===== src/rtl/pio_program_counter_pkg.sv =====
// Shared address constants and types for a PIO state machine.
// The state-machine FSM and the instruction memory also use them.
package pio_program_counter_pkg;

    localparam int ADDR_W = 5;
    localparam int PC_W   = ADDR_W;

    typedef logic [ADDR_W-1:0] pc_t;

endpackage


===== src/rtl/pio_program_counter.sv =====
// Instruction-address program counter for one PIO state machine.
// Supports stall, jump, and a wrap window that is set by the wrap_top and wrap_bottom inputs.
module pio_program_counter
    import pio_program_counter_pkg::*;
(
    input  logic clk,
    input  logic rst,
    input  pc_t  wrap_top,
    input  pc_t  wrap_bottom,
    input  pc_t  jump,
    input  logic jump_en,
    input  logic pc_en,
    output pc_t  pc
);

    pc_t r_pc;
    pc_t w_pc_next;

    // Priority is stall, then jump, then wrap, then increment. Jump wins even when pc sits at wrap_bottom.
    always_comb begin
        w_pc_next = r_pc;
        if (pc_en) begin
            if (jump_en) begin
                w_pc_next = jump;
            end else if (r_pc == wrap_bottom) begin
                w_pc_next = wrap_top;
            end else begin
                w_pc_next = r_pc + pc_t'(1);
            end
        end
    end

    always_ff @(posedge clk or posedge rst) begin
        if (rst) begin
            r_pc <= '0;
        end else begin
            r_pc <= w_pc_next;
        end
    end

    assign pc = r_pc;

endmodule


===== config.mk =====
export PLATFORM = sky130hd
export DESIGN_NAME = pio_program_counter
export DESIGN_NICKNAME = d
export VERILOG_FILES = /design/src/rtl/pio_program_counter_pkg.sv /design/src/rtl/pio_program_counter.sv
export SDC_FILE = /design/constraint.sdc
export NUM_CORES = 1
export LEC_CHECK = 0
export ABC_AREA = 1
export ABC_CLOCK_PERIOD_IN_PS = 1200
export CAP_MARGIN = 25
export CORE_MARGIN = 2
export CORE_UTILIZATION = 36
export CTS_CLUSTER_DIAMETER = 150
export DETAILED_ROUTE_END_ITERATION = 10
export HOLD_SLACK_MARGIN = 0.06
export PLACE_DENSITY = 0.85
export REMOVE_ABC_BUFFERS = 1
export SLEW_MARGIN = 10
export SYNTH_ARGS = -nofsm -noshare
export SYNTH_HDL_FRONTEND = slang
export SYNTH_SLANG_ARGS = --single-unit
export TNS_END_PERCENT = 5

===== constraint.sdc =====
create_clock -name clk -period 1.2 [get_ports clk]
set_input_delay 0.12 -clock clk [delete_from_list [all_inputs] [get_ports clk]]
set_output_delay 0.12 -clock clk [all_outputs]
set_load 0.1 [all_outputs]

* Word-level counts from Yosys, hierarchy flattened
Cells that the tools add are included.
** Operators by class
- $add $sub $neg :: 1
- Multiply operators :: 0
- Div/mod/pow operators :: 0
- Order comparisons :: 0
- Equal/unequal tests :: 1
- Shift-type cells :: 0
- Muxes and demuxes :: 2
- Bitwise operators :: 0
- Reductions and logical operators :: 0
** Operators by type and width (number)
- 5-bit two-way mux :: 2
- 5-bit by 1-bit adder with 5-bit output, second input constant :: 1
- 5-bit == test :: 1
** Storage, ports and cells
- Flip-flop bits (word level) :: 5
- Bits in latches :: 0
- RAM bits :: 0
- Bits in read-only memories :: 0
- Bits of input ports :: 19
- Output and inout bits :: 5
- Logic and storage cells :: 5
- Memories :: 0

* Longest topological paths before layout
- Depth in word-level cells :: 3
- Depth in mapped cells :: 9
- Mapped depth without buffers :: 9

* Worst setup path before layout
Ideal clock, no wire load.
- Path type :: flip-flop to flip-flop
- Start :: reg r_pc[0], in the netlist pc[0]
- End :: reg r_pc[4], in the netlist pc[4]
- Setup time :: 120 ps
- Data arrival time :: 1798 ps
- Data required time :: 1080 ps
- Setup slack :: -719 ps
- Stages on the path, launching flop included :: 8
- Path buffers :: 0
- Clock period less this slack :: 1919 ps
- Cells stage by stage :: dfrtp_1 -> ha_1 -> nand3_1 -> xnor2_1 -> nand2_1 -> nand3_1 -> nand2_1 -> nand2_1
** On the way
- Word-level cells in the longest chain between the ends :: 3
- Elaborated cells between the ends (all ways) :: 4
- Those cells by class :: 1 x add/sub; 1 x eq/ne; 2 x mux
** Ends and longest elaborated chain
- start: declaration :: RTL line pio_program_counter.sv:16 : pc_t r_pc;
- start signal: assignment :: RTL line pio_program_counter.sv:37 : r_pc <= w_pc_next;
- 5-bit by 1-bit adder with 5-bit output or 5-bit == test (tied branches) :: RTL line pio_program_counter.sv:28, pio_program_counter.sv:25
- 5-bit two-way mux * :: RTL line pio_program_counter.sv:25 : end else if (r_pc == wrap_bottom) begin
- 5-bit two-way mux * :: RTL line pio_program_counter.sv:23 : if (jump_en) begin
Mark *: on every way between the ends. The rest lies on a longest branch, timed or not.
A chain may end at the register's enable or synchronous reset.

* Worst setup path in the final report
- Start :: reg r_pc[1], in the netlist pc[1]
- End :: reg r_pc[4], in the netlist pc[4]
Same word-level chain as after synthesis.

==> flow_summary.ini <==
[power_and_ir_drop]
p_per_area_mw_per_mm2 = 1233
p_leak_nw = 0.4859
ir_worst_vdd_mv = 0.7826
p_total_mw = 1.210

[logic_synthesis]
yosys_warnings = 0
synth_seq_area_share_pct = 23.31
yosysTopAreaCell = dfrtp_1
synth_area_sq_um = 536.8
synthCells = 77
synth_cell_type_count = 18
synth_seq_cells = 5
synth_area_per_cell_sq_um = 6.971
ys_top_cells_by_area = dfrtp_1, nand2_1, nor2_1, nand3_1, nand4_1
yosys.area.top_type_share_pct = 23.31

[detailed_routing]
routed_wl_microns = 1470
drc = 0
vias_per_cell = 4.692
wl_per_cell_microns = 11.31
vias = 610
drt-initial-drc-count = 8
firstDrtPassIters = 4
ant_nets = 0

[worst_setup_path]
r2r_cells = 7
rr_startpoint = pc[1]$_DFFE_PP0P_
end_kind = flop
ff2ff_setup_slack_ns = -0.08
reg2reg_to = pc[4]$_DFFE_PP0P_
cp.arrival_ns = 1.40
critPathLaunchType = flop
crit_fanout = 6
crit_required_ns = 1.32
crit_type = flop to flop

[clock_tree]
clk_pin_slew_ns = 0.04
htree_levels = 1
clkSinkCount = 5
cts.path.max_buffers = 2
insertion_delay_ns = 0.24
cts-buffers-inserted = 3
cts-root-buf = clkbuf_4
cts_tree = yes

[sta]
period_minus_slack_ns = 1.277
tightest_slew_ns = 0.2718
fin_skew_ns = 0.003126
slew_headroom_pct = 81.82
slew_violations = 0
period_share_pct = 106.4
rsz0062_at_grt = true
finalHoldViolations = 0
fmax_mhz = 783.2
layout_setup_ws_ns = -0.07686
setup_violations = 5

[floorplan]
die-area_sq_mm = 0.001816
rows = 13
die_w_microns = 42.62
die_h_microns = 42.62
io_pins = 24
core_sq_mm = 0.001350
initial_core_util_pct = 39.76

[global_routing]
grt_pass1_vias = 637
antenna_found_initial = 0
grt_usage_pct = 17.08
grt_max_degree = 11
grt_first_pass_wirelength_microns = 2394
overflow = 0

[cells_and_area]
final_util_pct = 72.66
final_common_cell = nand2_1
layout_common_cells = nand2_1, clkdlybuf4s50_1, buf_4
largest_reg_flops = 5
diodes = 0
drive_gt1_share_pct = 34.78
fin_nets = 136
syn2layout_area_growth_pct = 82.75

[placement]
hpwl_microns = 1162
place_congestion = 0.7674
place_ws_ns = -0.2696
portBuffers = 23

[outcome]
violations = negative setup slack
status = complete, but fails checks

[hold_path]
holdCritPathClass = input port to async pin

[job]
drv_cap = 0
## layer usage
metal / up-vias / wire, microns / GRT usage [%]
met5: - / 0 / 0
met4: 0 / 12 / 11.88
met3: 2 / 47 / 1.293
met2: 17 / 812 / 31.38
met1: 276 / 597 / 18.02
li1: 315 / - / -
## critical path: stages (launching register included)
cell,delay [ns]
dfrtp_2,0.43
ha_1,0.20
nand3_1,0.12
xnor2_2,0.16
nand2_2,0.08
nand3_2,0.06
nand2_1,0.06
nand2_1,0.05
## worst max-delay path by stage
stage	start	to	slack, ns	cells after the start
final	pc[1]$_DFFE_PP0P_	pc[4]$_DFFE_PP0P_	-0.08	7
after global routing	pc[1]$_DFFE_PP0P_	pc[1]$_DFFE_PP0P_	-0.17	8
after CTS	pc[1]$_DFFE_PP0P_	pc[3]$_DFFE_PP0P_	-0.07	8
after detailed placement	wrap_bottom[3]	pc[4]$_DFFE_PP0P_	-0.27	10
after global placement	wrap_bottom[3]	pc[1]$_DFFE_PP0P_	-0.23	10
after floorplan	pc[0]$_DFFE_PP0P_	pc[4]$_DFFE_PP0P_	-0.72	7
## through the flow
stage	setup TNS (ns)	hold WS (ns)	instance area [sq um]	cells
global route	-0.7945	0.08547	980.9	130
global placement	-1.114	0.3364	910.9	125
finish	-0.3035	0.07361	980.9	130
detailed placement	-1.272	0.3303	910.9	125
floorplan	-3.089	-0.1015	536.8	77
CTS	-0.3213	0.07289	952.2	129
## cell type report
class                           count  area [sq um]
Fill cell                          96         369.1
Inverter                           10         63.81
Sequential cell                     5         127.6
Clock buffer                        4         26.28
Timing Repair Buffer               34         362.8
Tap cell                           15         18.77
Multi-Input combinational cell     62         381.6
## power breakdown
| group | internal, mW | leakage (nW) | total [mW] | switching, mW |
|---|---|---|---|---|
| clock network | 0.125 | 0.0150 | 0.190 | 0.0647 |
| registers | 0.198 | 0.0579 | 0.242 | 0.0443 |
| logic | 0.344 | 0.413 | 0.778 | 0.434 |
| total | 0.667 | 0.486 | 1.21 | 0.543 |
## logic make-up after synthesis
logic type / share of synthesized area, %
xor gates and xnor gates: 7.927
buffers and inverters: 11.89
DFF: 23.31
and+or+nand+nor: 54.54
adders and majority gates: 2.331
## what timing repair did
item                       in CTS  in global routing
pin swaps                       3                  2
resized for setup               6                  3
setup buffers                   0                  1
hold endpoints to repair        0                  0
hold buffers                    0                  0
setup endpoints to repair       5                  5
## Yosys cell counts
cell	number
nor2_4	1
inv_12	1
nand2_4	2
xnor2_1	1
nor2_8	1
nand2_1	26
bufinv_8	1
nand3_1	7
nand3_4	1
nor2_1	12
inv_2	3
nand2_2	2
xor2_1	2
nand4_1	5
ha_1	1
dfrtp_1	5
inv_1	5
xnor2_2	1
No activity file was read; power rests on OpenSTA's default activity.
